$ cat src/rtl/cpu15_pkg.sv
`default_nettype none
// ============================================================================
// Package     : cpu15_pkg
// Description : Shared definitions for the cpu15 core: opcode encodings,
//               the sequencer state encoding and the default width of the
//               retired-instruction counter.
// Revision    : 1.0  initial release
// ============================================================================
package cpu15_pkg;

  // Default width of the retired-instruction counter.
  localparam int CPU15_CNT_W = 16;

  // Opcode encodings. HLT stops the sequencer.
  localparam logic [3:0] OP_NOP = 4'h0;
  localparam logic [3:0] OP_LDA = 4'h1;
  localparam logic [3:0] OP_STA = 4'h2;
  localparam logic [3:0] OP_ADD = 4'h3;
  localparam logic [3:0] OP_SUB = 4'h4;
  localparam logic [3:0] OP_AND = 4'h5;
  localparam logic [3:0] OP_OR  = 4'h6;
  localparam logic [3:0] OP_XOR = 4'h7;
  localparam logic [3:0] OP_NOT = 4'h8;
  localparam logic [3:0] OP_SHL = 4'h9;
  localparam logic [3:0] OP_SHR = 4'ha;
  localparam logic [3:0] OP_JMP = 4'hb;
  localparam logic [3:0] OP_JZ  = 4'hc;
  localparam logic [3:0] OP_JC  = 4'hd;
  localparam logic [3:0] OP_OUT = 4'he;
  localparam logic [3:0] OP_HLT = 4'hf;

  // Sequencer state encoding.
  typedef enum logic [2:0] {
    S_IDLE     = 3'd0,
    S_FT       = 3'd1,
    S_DC       = 3'd2,
    S_EX       = 3'd3,
    S_WB       = 3'd4,
    S_DBG      = 3'd5,
    S_DBG_WAIT = 3'd6
  } seq_state_e;

endpackage : cpu15_pkg
`default_nettype wire

$ cat src/rtl/cpu_seq_ctrl.sv
`default_nettype none
// ============================================================================
// Module      : cpu_seq_ctrl
// Description : Instruction sequencer for the cpu15 core. Steps the fetch,
//               decode, exec and writeback phases with one-hot enables, halts
//               on HLT, supports run / single-step control and hands RAM
//               ownership to a debug/loader port through a four-phase
//               REQ/ACK handshake while the core is halted.
//
// Ports       : CLK        system clock
//               RESET_N    asynchronous active-low reset
//               RUN        level, execute continuously
//               STEP       one-cycle pulse, execute one instruction when idle
//               OP_CODE    opcode from decode, valid during DC
//               DBG_REQ    debug RAM-access request
//               DBG_ACK    debug access granted
//               RAM_SEL    debug port owns the RAM mux
//               EN_FT/DC/EX/WB  one-hot phase enables
//               HALTED     no instruction in flight
//               INSN_CNT   retired-instruction count (wraps)
//
// Build option: CPU_SEQ_BKPT_EN adds P_COUNT, BKPT_ADDR, BKPT_VALID inputs
//               and the BKPT_HIT output (instruction-address breakpoint).
//
// Revision    : 1.0  initial release
// ============================================================================
module cpu_seq_ctrl
  import cpu15_pkg::*;
#(
  parameter int         CNT_W    = CPU15_CNT_W,
  parameter logic [3:0] HLT_CODE = OP_HLT
) (
  input  logic             CLK,
  input  logic             RESET_N,
  input  logic             RUN,
  input  logic             STEP,
  input  logic [3:0]       OP_CODE,
  input  logic             DBG_REQ,
`ifdef CPU_SEQ_BKPT_EN
  input  logic [7:0]       P_COUNT,
  input  logic [7:0]       BKPT_ADDR,
  input  logic             BKPT_VALID,
  output logic             BKPT_HIT,
`endif
  output logic             DBG_ACK,
  output logic             RAM_SEL,
  output logic             EN_FT,
  output logic             EN_DC,
  output logic             EN_EX,
  output logic             EN_WB,
  output logic             HALTED,
  output logic [CNT_W-1:0] INSN_CNT
);

  localparam logic [2:0] ST_IDLE     = S_IDLE;
  localparam logic [2:0] ST_FT       = S_FT;
  localparam logic [2:0] ST_DC       = S_DC;
  localparam logic [2:0] ST_EX       = S_EX;
  localparam logic [2:0] ST_WB       = S_WB;
  localparam logic [2:0] ST_DBG      = S_DBG;
  localparam logic [2:0] ST_DBG_WAIT = S_DBG_WAIT;

  localparam logic [CNT_W-1:0] C_CNT_ONE = {{(CNT_W-1){1'b0}}, 1'b1};

  logic [2:0]       r_state;
  logic [2:0]       w_next;
  logic             r_step_mode;
  logic             w_step_mode_nxt;
  logic             r_hlt_lock;
  logic [3:0]       r_op_q;
  logic [CNT_W-1:0] r_cnt;

`ifdef CPU_SEQ_BKPT_EN
  logic             w_bkpt_match;
  logic             w_bkpt_set;
  logic             r_run_d;
  logic             r_bkpt_hit;

  assign w_bkpt_match = BKPT_VALID && (P_COUNT == BKPT_ADDR);
  assign BKPT_HIT     = r_bkpt_hit;
`endif

  assign INSN_CNT = r_cnt;

  // --------------------------------------------------------------------------
  // Next-state logic
  // --------------------------------------------------------------------------
  always_comb begin
    w_next          = r_state;
    w_step_mode_nxt = r_step_mode;
`ifdef CPU_SEQ_BKPT_EN
    w_bkpt_set      = 1'b0;
`endif
    case (r_state)
      ST_IDLE: begin
        if (DBG_REQ) begin
          w_next = ST_DBG;
        end else if (RUN && !r_hlt_lock) begin
`ifdef CPU_SEQ_BKPT_EN
          // A breakpoint blocks free-running entry; a STEP in the same
          // cycle still executes the breakpointed instruction.
          if (!w_bkpt_match) begin
            w_next          = ST_FT;
            w_step_mode_nxt = 1'b0;
          end else if (STEP) begin
            w_next          = ST_FT;
            w_step_mode_nxt = 1'b1;
          end else begin
            w_bkpt_set      = 1'b1;
          end
`else
          w_next          = ST_FT;
          w_step_mode_nxt = 1'b0;
`endif
        end else if (STEP) begin
          w_next          = ST_FT;
          w_step_mode_nxt = 1'b1;
        end
      end
      ST_FT: w_next = ST_DC;
      ST_DC: w_next = ST_EX;
      ST_EX: w_next = ST_WB;
      ST_WB: begin
        if (r_op_q == HLT_CODE) begin
          w_next = ST_IDLE;
        end else if (r_step_mode || !RUN || DBG_REQ) begin
          // A pending debug request is picked up from IDLE next cycle.
          w_next = ST_IDLE;
`ifdef CPU_SEQ_BKPT_EN
        end else if (w_bkpt_match) begin
          w_next     = ST_IDLE;
          w_bkpt_set = 1'b1;
`endif
        end else begin
          w_next = ST_FT;
        end
      end
      ST_DBG: w_next = ST_DBG_WAIT;
      ST_DBG_WAIT: begin
        if (!DBG_REQ) begin
          w_next = ST_IDLE;
        end
      end
      default: w_next = ST_IDLE;
    endcase
  end

  // --------------------------------------------------------------------------
  // State, flags, counter and registered output decodes. The outputs are
  // decoded from the next state so they line up with the state register and
  // clear together with it on an asynchronous reset.
  // --------------------------------------------------------------------------
  always_ff @(posedge CLK or negedge RESET_N) begin
    if (!RESET_N) begin
      r_state     <= ST_IDLE;
      r_step_mode <= 1'b0;
      r_hlt_lock  <= 1'b0;
      r_op_q      <= 4'h0;
      r_cnt       <= '0;
      EN_FT       <= 1'b0;
      EN_DC       <= 1'b0;
      EN_EX       <= 1'b0;
      EN_WB       <= 1'b0;
      HALTED      <= 1'b1;
      RAM_SEL     <= 1'b0;
      DBG_ACK     <= 1'b0;
    end else begin
      r_state     <= w_next;
      r_step_mode <= w_step_mode_nxt;

      if (r_state == ST_DC) begin
        r_op_q <= OP_CODE;
      end

      if (r_state == ST_WB) begin
        r_cnt <= r_cnt + C_CNT_ONE;
      end

      // Lock is released only by RUN going low, so a held RUN cannot
      // restart the core after HLT.
      if ((r_state == ST_WB) && (r_op_q == HLT_CODE)) begin
        r_hlt_lock <= 1'b1;
      end else if (!RUN) begin
        r_hlt_lock <= 1'b0;
      end

      EN_FT   <= (w_next == ST_FT);
      EN_DC   <= (w_next == ST_DC);
      EN_EX   <= (w_next == ST_EX);
      EN_WB   <= (w_next == ST_WB);
      HALTED  <= (w_next == ST_IDLE) || (w_next == ST_DBG) ||
                 (w_next == ST_DBG_WAIT);
      RAM_SEL <= (w_next == ST_DBG) || (w_next == ST_DBG_WAIT);
      DBG_ACK <= (w_next == ST_DBG_WAIT);
    end
  end

`ifdef CPU_SEQ_BKPT_EN
  // Breakpoint flag: set on a blocked transition into FT, cleared by the
  // next STEP pulse or a falling edge of RUN.
  always_ff @(posedge CLK or negedge RESET_N) begin
    if (!RESET_N) begin
      r_run_d    <= 1'b0;
      r_bkpt_hit <= 1'b0;
    end else begin
      r_run_d <= RUN;
      if (w_bkpt_set) begin
        r_bkpt_hit <= 1'b1;
      end else if (STEP || (r_run_d && !RUN)) begin
        r_bkpt_hit <= 1'b0;
      end
    end
  end
`endif

endmodule : cpu_seq_ctrl
`default_nettype wire

$ cat config.mk
export PLATFORM = sky130hd
export DESIGN_NAME = cpu_seq_ctrl
export DESIGN_NICKNAME = d
export VERILOG_FILES = /design/src/rtl/cpu15_pkg.sv /design/src/rtl/cpu_seq_ctrl.sv
export SDC_FILE = /design/constraint.sdc
export NUM_CORES = 1
export LEC_CHECK = 0
export BUFFER_PORTS_ARGS = -buffer_cell sky130_fd_sc_hd__buf_4
export CAP_MARGIN = 20
export CORE_UTILIZATION = 40
export CTS_CLUSTER_DIAMETER = 100
export DETAILED_ROUTE_END_ITERATION = 12
export RECOVER_POWER = 50
export SETUP_SLACK_MARGIN = 0.3
export SYNTH_ARGS = -nofsm -noshare
export SYNTH_HDL_FRONTEND = slang
export SYNTH_SLANG_ARGS = --single-unit
export TNS_END_PERCENT = 1
$ cat constraint.sdc
create_clock -name CLK -period 1.6 [get_ports CLK]
set_input_delay 0.16 -clock CLK [delete_from_list [all_inputs] [get_ports CLK]]
set_output_delay 0.16 -clock CLK [all_outputs]
set_load 0.02 [all_outputs]
==> results of run 1 <==
## power breakdown
part           leakage [nW]  internal [mW]  switching, mW
sequential            0.418           1.04          0.166
clock                0.0412          0.326          0.273
combinational         0.363          0.484          0.562
total                 0.823           1.85           1.00
## kinds of logic after synthesis
group	Yosys count	synth area share (%)
compound gates	12	4.843
xor+xnor	16	10.58
mux	5	3.946
fa+ha+maj	1	0.8967
buf+inv	5	1.883
flops	32	57.49
simple gates	46	20.36
## area by class of cell
cell class | instances | share of cell area, %
Clock buffer | 5 | 2.107
Clock inverter | 3 | 2.388
Inverter | 2 | 0.4213
Multi-Input combinational cell | 80 | 31.88
Sequential cell | 32 | 45.01
Tap cell | 46 | 3.230
Timing Repair Buffer | 39 | 14.96
## worst min-delay path by stage
stage / start / end / slack [ns] / depth (start not counted)
2_1_floorplan: RESET_N / DBG_ACK$_DFF_PN0_ / -0.14 / 0
5_1_grt: OP_CODE[3] / r_op_q[3]$_DFFE_PN0P_ / 0.02 / 2
6_report: OP_CODE[3] / r_op_q[3]$_DFFE_PN0P_ / 0.05 / 2
4_1_cts: OP_CODE[3] / r_op_q[3]$_DFFE_PN0P_ / 0.04 / 2
3_5_place_dp: RESET_N / DBG_ACK$_DFF_PN0_ / 0.12 / 1
3_3_place_gp: RESET_N / EN_DC$_DFF_PN0_ / 0.12 / 1
## repair_timing
action / 4_1_cts / 5_1_grt
hold endpoints to repair: 31 / 0
gates resized for setup: 0 / 1
pin swaps: 4 / 1
gates cloned: 0 / 0
hold buffers: 1 / 0
buffers inserted: 2 / 0
endpoints found under the setup margin: 17 / 19
## placed cells by master (no fill, tap or decap), types with 2 or more instances in the layout
master / count
buf_4: 30
xnor2_1: 14
and3_1: 3
and4_1: 2
nand4_1: 5
nor4_1: 2
nand2b_1: 3
nand2_1: 10
inv_1: 2
a21oi_1: 5
and2_1: 2
o21ai_0: 4
clkbuf_4: 5
dfrtp_1: 31
nand3_1: 5
clkbuf_1: 7
mux2_2: 4
nor2_1: 4
## routing by layer
layer / global-route usage [%] / wire (µm) / part of all wire (%) / vias up
li1: - / - / - / 494
met1: 20.03 / 1171 / 45 / 500
met2: 25.31 / 1281 / 49 / 28
met3: 7.143 / 118 / 4.6 / 2
met4: 7.792 / 19 / 0.73 / 0
met5: 0 / 0 / 0 / -
==> flow_summary.ini, run 1 <==
[flow_run]
cap_violations = 0

[floorplan]
io_pins = 32
die_y_um = 61.06
die_area_um2 = 3728
rows = 21
start_util_pct = 41.81
die_width_um = 61.06
core-area_um2 = 3337

[drt]
antenna_left = 0
drt_iter0_drc = 34
vias = 1024
drc = 0
wl_mm = 2.591
viasPerCell = 4.947
first_pass_iters = 4
wl_per_cell_um = 12.52

[yosys]
ys_seq_area_share_pct = 57.49
syn_inst = 117
syn-num-nets = 127
synth_top_cell_by_area = dfrtp_1
synthTopCellsByArea = dfrtp_1, xnor2_1, mux2_2
synth_area_um2 = 1395
synth_area_per_cell_um2 = 11.92
yosys-top-cells-count = dfrtp_1, xnor2_1, nand2_1
yosys_warnings = 0
synth-edff-count = 0
netlist.area_leader.share_pct = 55.61
synth-main-ff-cell = dfrtp_1
synth.most_common_cell = dfrtp_1
synth_cell_types = 34
ys_ff_latch = 32
async_flop_share_pct = 100.0

[worst_setup_path]
setup.worst_path.end = INSN_CNT[7]$_DFFE_PN0P_
startpoint_type = flip-flop
crit_family = simple AND/OR/NAND/NOR gates
cpMaxStageDelayCell = dfrtp_1
worst-r2r-cell-count = 4
critPathMaxStageDelay_ns = 0.43
reg2reg_slack_ns = 0.16
path_cells = or3b_4, nor2_4, and4_4, xor2_2
crit_buf_inv = 0
endpoint_kind = flip-flop
cp_max_fo = 6
cp_num_cells = 4
crit_start = r_state[1]$_DFF_PN0_
timing.rr.end = INSN_CNT[7]$_DFFE_PN0P_
arrival_ns = 1.71
cp_data_required_time_ns = 1.87
r2r-start = r_state[1]$_DFF_PN0_
critical_path_class = flip-flop to flip-flop

[timing]
fin_crit_sh_pct = 90.07
hold_violations = 0
setup_viol = 0
fmax_mhz = 693.9
fin_hold_ws_ns = 0.05390
finClkSkew_ns = 0.01662
min_period_ns = 1.441
relSlewSlack_pct = 48.25
rsz0062_at_grt = true
slew_viol_final = 0
worstMarginPinSlew_ns = 0.7763
fin_ws_ns = 0.1589
setup_tns_ns = 0

[global_route]
grt_pass1_vias = 971
antenna_found_initial = 0
grt_max_degree = 33
grt_use_total_pct = 16.50
gr-total-overflow = 0
grt_pass1_wl_mm = 4.305

[cells_and_area]
final_nets = 170
utilization_pct = 53.39
regArea_um2 = 802.0
stdcell_count = 207
drive_gt1_share_pct = 31.68
multiInputGateArea_um2 = 568.0
largest_register_ffs = 16
fillers = 307
area_growth_pct = 27.71
diodes = 0
fin_area_um2 = 1782

[power_and_ir_drop]
p_total_mw = 2.856
power.density_nw_per_um2 = 1603
irDropWorstVdd_uv = 716.1
leakagePower_nw = 0.8227

[placement]
post-place-ws_ns = 0.1213
dp_hpwl_mm = 1.877
post_dp_cell_area_um2 = 1704
port_buffers = 31
gp_congestion = 0.7350
dp.cells = 196

[clock_network]
clkLatencyLatePin_ns = 0.33
clkTransAtPathRegs_ns = 0.11
cts_max_level = 2
cts_tree = done
cts_root_buf = clkbuf_4
cts_buffer_depth = 2
cts_made_buffers = 5
clock-sinks = 32

[min_path]
hp-class = primary input to flip-flop

[status]
status = completed
No activity file was read; power rests on OpenSTA's default activity.
==> run 2: changes to the inputs <==
==> constraint.sdc (replaced) <==
create_clock -name CLK -period 1.6 [get_ports CLK]
set_input_delay 0.08 -clock CLK [delete_from_list [all_inputs] [get_ports CLK]]
set_output_delay 0.08 -clock CLK [all_outputs]
set_load 0.02 [all_outputs]
==> flow_summary.ini, run 2 (same netlist as run 1, synthesis figures left out) <==
[placement]
port_buffers = 31
dp.cells = 196
post-place-ws_ns = 0.1213
dp_hpwl_mm = 1.877
gp_congestion = 0.7350

[worst_setup_path]
arrival_ns = 1.71
cp_max_fo = 6
reg2reg_slack_ns = 0.16
endpoint_kind = flip-flop
cp_data_required_time_ns = 1.87
r2r-start = r_state[1]$_DFF_PN0_
crit_start = r_state[1]$_DFF_PN0_
startpoint_type = flip-flop
critical_path_class = flip-flop to flip-flop

[drt]
first_pass_iters = 4
viasPerCell = 4.943
antenna_left = 0
wl_per_cell_um = 12.37
drc = 0
vias = 1048
drt_iter0_drc = 27
wl_mm = 2.622

[min_path]
hold_start = STEP
hp-class = primary input to flip-flop

[power_and_ir_drop]
irDropWorstVdd_uv = 733.1
p_total_mw = 2.870
leakagePower_nw = 0.8351
power.density_nw_per_um2 = 1573

[timing]
relSlewSlack_pct = 48.69
fin_crit_sh_pct = 89.89
worstMarginPinSlew_ns = 0.7697
slew_viol_final = 0
setup_viol = 0
rsz0062_at_grt = true
fin_ws_ns = 0.1617
min_period_ns = 1.438
setup_tns_ns = 0
fin_hold_ws_ns = 0.02214
hold_violations = 0
finClkSkew_ns = 0.01823
fmax_mhz = 695.3

[global_route]
gr-total-overflow = 0
grt_max_degree = 33
grt_use_total_pct = 16.85
antenna_found_initial = 0
grt_pass1_wl_mm = 4.395
grt_pass1_vias = 975

[floorplan]
start_util_pct = 41.81
die_y_um = 61.06
rows = 21
die_width_um = 61.06
io_pins = 32
die_area_um2 = 3728
core-area_um2 = 3337

[cells_and_area]
largest_register_ffs = 16
layout_common_cells = dfrtp_1, buf_4, xnor2_1, nand2_1, clkbuf_1
final_common_cell = dfrtp_1
drive_gt1_share_pct = 29.52
diodes = 0
area_growth_pct = 30.76
stdcell_count = 212
multiInputGateArea_um2 = 568.0
regArea_um2 = 802.0
fillers = 306
final_nets = 175

[clock_network]
clkTransAtPathRegs_ns = 0.11
clock-sinks = 32
clkLatencyLatePin_ns = 0.33
cts_root_buf = clkbuf_4
cts_tree = done
cts_made_buffers = 5
cts_buffer_depth = 2
cts_max_level = 2

[status]
status = completed

[flow_run]
cap_violations = 0
-- run 2: worst paths after layout --
check / to / depth (start not counted)
max: INSN_CNT[7]$_DFFE_PN0P_ / 4
min: r_step_mode$_DFFE_PN0P_ / 3
max reg2reg: INSN_CNT[7]$_DFFE_PN0P_ / 4
min reg2reg: INSN_CNT[11]$_DFFE_PN0P_ / 1
max in group asynchronous: EN_DC$_DFF_PN0_ / 2
min in group asynchronous: INSN_CNT[6]$_DFFE_PN0P_ / 2
-- run 2: stage by stage --
| step | instance area, µm² | utilization (%) |
|---|---|---|
| 2_1_floorplan | 1395 | - |
| 3_3_place_gp | 1704 | 51.07 |
| 3_5_place_dp | 1704 | 51.07 |
| 4_1_cts | 1859 | 55.72 |
| 5_1_grt | 1824 | 54.67 |
| 6_report | 1824 | 54.67 |
-- run 2: cell type report --
cell class                      count  area share (%)
Clock inverter                      3           2.332
Timing Repair Buffer               44           16.94
Multi-Input combinational cell     80           31.14
Inverter                            2          0.4115
Sequential cell                    32           43.96
Clock buffer                        5           2.058
Tap cell                           46           3.155
-- run 2: timing repair --
| action | CTS | global route |
|---|---|---|
| endpoints found under the hold margin | 37 | 0 |
| setup buffers | 2 | 0 |
| pin swaps | 4 | 1 |
| hold buffers | 6 | 0 |
| resized for setup | 0 | 1 |
| setup endpoints to repair | 17 | 19 |
-- run 2: metal layers --
layer | wire length, µm | up-vias | track usage [%]
met1 | 1159 | 509 | 20.84
met3 | 145 | 4 | 6.933
met4 | 23 | 0 | 7.468
met2 | 1292 | 31 | 25.93
met5 | 0 | - | 0
li1 | - | 504 | -
-- run 2: worst max-delay path, stage by stage, from the launching register on --
cell and delay [ns]:
dfrtp_1 0.43, or3b_4 0.41, nor2_4 0.17, and4_4 0.26
xor2_2 0.11
-- run 2: report_power, final --
| group | switching (mW) | internal, mW | total, mW |
|---|---|---|---|
| Combinational | 0.564 | 0.492 | 1.06 |
| Sequential | 0.168 | 1.04 | 1.21 |
| Clock | 0.275 | 0.326 | 0.601 |
| Total | 1.01 | 1.86 | 2.87 |
==> run 3: changes to the inputs <==
--- a/config.mk
+++ b/config.mk
@@ -10,6 +10,7 @@
 export CORE_UTILIZATION = 40
 export CTS_CLUSTER_DIAMETER = 100
 export DETAILED_ROUTE_END_ITERATION = 12
+export MAX_ROUTING_LAYER = met4
 export RECOVER_POWER = 50
 export SETUP_SLACK_MARGIN = 0.3
 export SYNTH_ARGS = -nofsm -noshare
==> flow_summary.ini, run 3 (same netlist as run 1, synthesis figures left out) <==
[cells_and_area]
layout_common_cells = dfrtp_1, buf_4, xnor2_1, nand2_1, clkbuf_1
largest_register_ffs = 16
final_nets = 175
fillers = 306
fin_area_um2 = 1824
final_common_cell = dfrtp_1
area_growth_pct = 30.76
drive_gt1_share_pct = 29.52
diodes = 0
stdcell_count = 212

[timing]
setup_tns_ns = 0
min_period_ns = 1.436
relSlewSlack_pct = 48.69
worstMarginPinSlew_ns = 0.7696
hold_violations = 0
slew_viol_final = 0
rsz0062_at_grt = true
fin_crit_sh_pct = 89.74
fmax_mhz = 696.5
finClkSkew_ns = 0.01915
setup_viol = 0

[placement]
post_dp_cell_area_um2 = 1704
dp_hpwl_mm = 1.877
port_buffers = 31
dp.cells = 196
gp_congestion = 0.7440

[floorplan]
die_area_um2 = 3728
die_y_um = 61.06
start_util_pct = 41.81
die_width_um = 61.06
io_pins = 32
rows = 21
core-area_um2 = 3337

[power_and_ir_drop]
leakagePower_nw = 0.8351
comb_power_share_pct = 36.8
power.density_nw_per_um2 = 1574
p_total_mw = 2.872
switching_share_pct = 35.15
power.internal_mw = 1.863
irDropWorstVdd_uv = 729.5
switchingPower_mw = 1.009
pwr-share-clk_pct = 21.1
seq_power_share_pct = 42.1

[clock_network]
cts_max_level = 2
cts_tree = done
clock-sinks = 32
cts_buffer_depth = 2
cts_root_buf = clkbuf_4
clkTransAtPathRegs_ns = 0.11
cts_made_buffers = 5
clkLatencyLatePin_ns = 0.34

[global_route]
antenna_found_initial = 0
grt_max_degree = 33
grt_pass1_vias = 981
grt_use_total_pct = 17.26
gr-total-overflow = 0
grt_pass1_wl_mm = 4.395

[worst_setup_path]
cpMaxStageDelayCell = dfrtp_1
endpoint_kind = flip-flop
cp_data_required_time_ns = 1.88
arrival_ns = 1.72
cp_max_fo = 6
critPathMaxStageDelay_ns = 0.43
path_cells = or3b_4, nor2_4, and4_4, xor2_2
critical_path_class = flip-flop to flip-flop
startpoint_type = flip-flop

[drt]
top_layer_used = met4
wl_met2_mm = 1.271
drc = 0
vias = 1047
first_pass_iters = 4
wl_per_cell_um = 12.40
dr_wl_met3_um = 138
drt_iter0_drc = 28
viasPerCell = 4.939
m1WireLength_mm = 1.155
antenna_left = 0
wl_mm = 2.628

[flow_run]
cap_violations = 0

[status]
status = completed

[min_path]
hp-class = primary input to flip-flop
-- run 3: cell counts in the layout (fill, tap and decap cells not counted) --
No cell type changed its count.
-- run 3: power groups by stage --
stage	clock [mW]	sequential (mW)	combinational (mW)
after floorplan	0	1.36	0.537
after global placement	0	1.23	1.03
after detailed placement	0	1.24	1.06
after CTS	0.624	1.21	1.11
after global routing	0.671	1.24	1.16
final	0.606	1.21	1.06
-- run 3: what timing repair did --
item,4_1_cts,5_1_grt
hold endpoints to repair,37,0
endpoints found under the setup margin,17,19
resized for setup,0,1
hold buffers,6,0
setup buffers,2,0
pin swaps,4,1
-- run 3: worst max-delay path: cells and delay by family (launching register included) --
kind	cells	cell delay, ns
simple gates	3	0.84
flops	1	0.43
xor+xnor	1	0.11
-- run 3: final cells by class --
| cell class | instances | area (µm²) | area share, % |
|---|---|---|---|
| clock inverters | 3 | 42.54 | 2.332 |
| inverters | 2 | 7.507 | 0.4115 |
| flip-flops and latches | 32 | 802.0 | 43.96 |
| multi-input cells | 80 | 568.0 | 31.14 |
| repair buffers | 44 | 309.0 | 16.94 |
| clock buffers | 5 | 37.54 | 2.058 |
| well taps | 46 | 57.56 | 3.155 |
-- run 3: final timing paths --
check | from | to | slack [ns] | cells after the start
worst max-delay path | r_state[1]$_DFF_PN0_ | INSN_CNT[7]$_DFFE_PN0P_ | 0.16 | 4
worst min-delay path | STEP | r_step_mode$_DFFE_PN0P_ | 0.01 | 3
worst max register to register | r_state[1]$_DFF_PN0_ | INSN_CNT[7]$_DFFE_PN0P_ | 0.16 | 4
worst min register to register | INSN_CNT[11]$_DFFE_PN0P_ | INSN_CNT[11]$_DFFE_PN0P_ | 0.50 | 1
max in group asynchronous | RESET_N | EN_DC$_DFF_PN0_ | 0.77 | 2
min in group asynchronous | RESET_N | INSN_CNT[6]$_DFFE_PN0P_ | 0.34 | 2
-- run 3: routing by layer --
layer,global-route usage [%],vias to the layer above
li1,-,504
met1,20.84,508
met2,25.93,28
met3,4.412,7
met4,10.39,0
met5,-,-
-- run 3: through the flow --
stage,util (%),hold slack (ns),setup slack [ns]
2_1_floorplan,-,-0.2156,0.2055
3_3_place_gp,51.07,0.03911,0.1460
3_5_place_dp,51.07,0.03983,0.1213
4_1_cts,55.72,0.009466,0.1364
5_1_grt,54.67,0.02379,0.1120
6_report,54.67,0.01464,0.1642
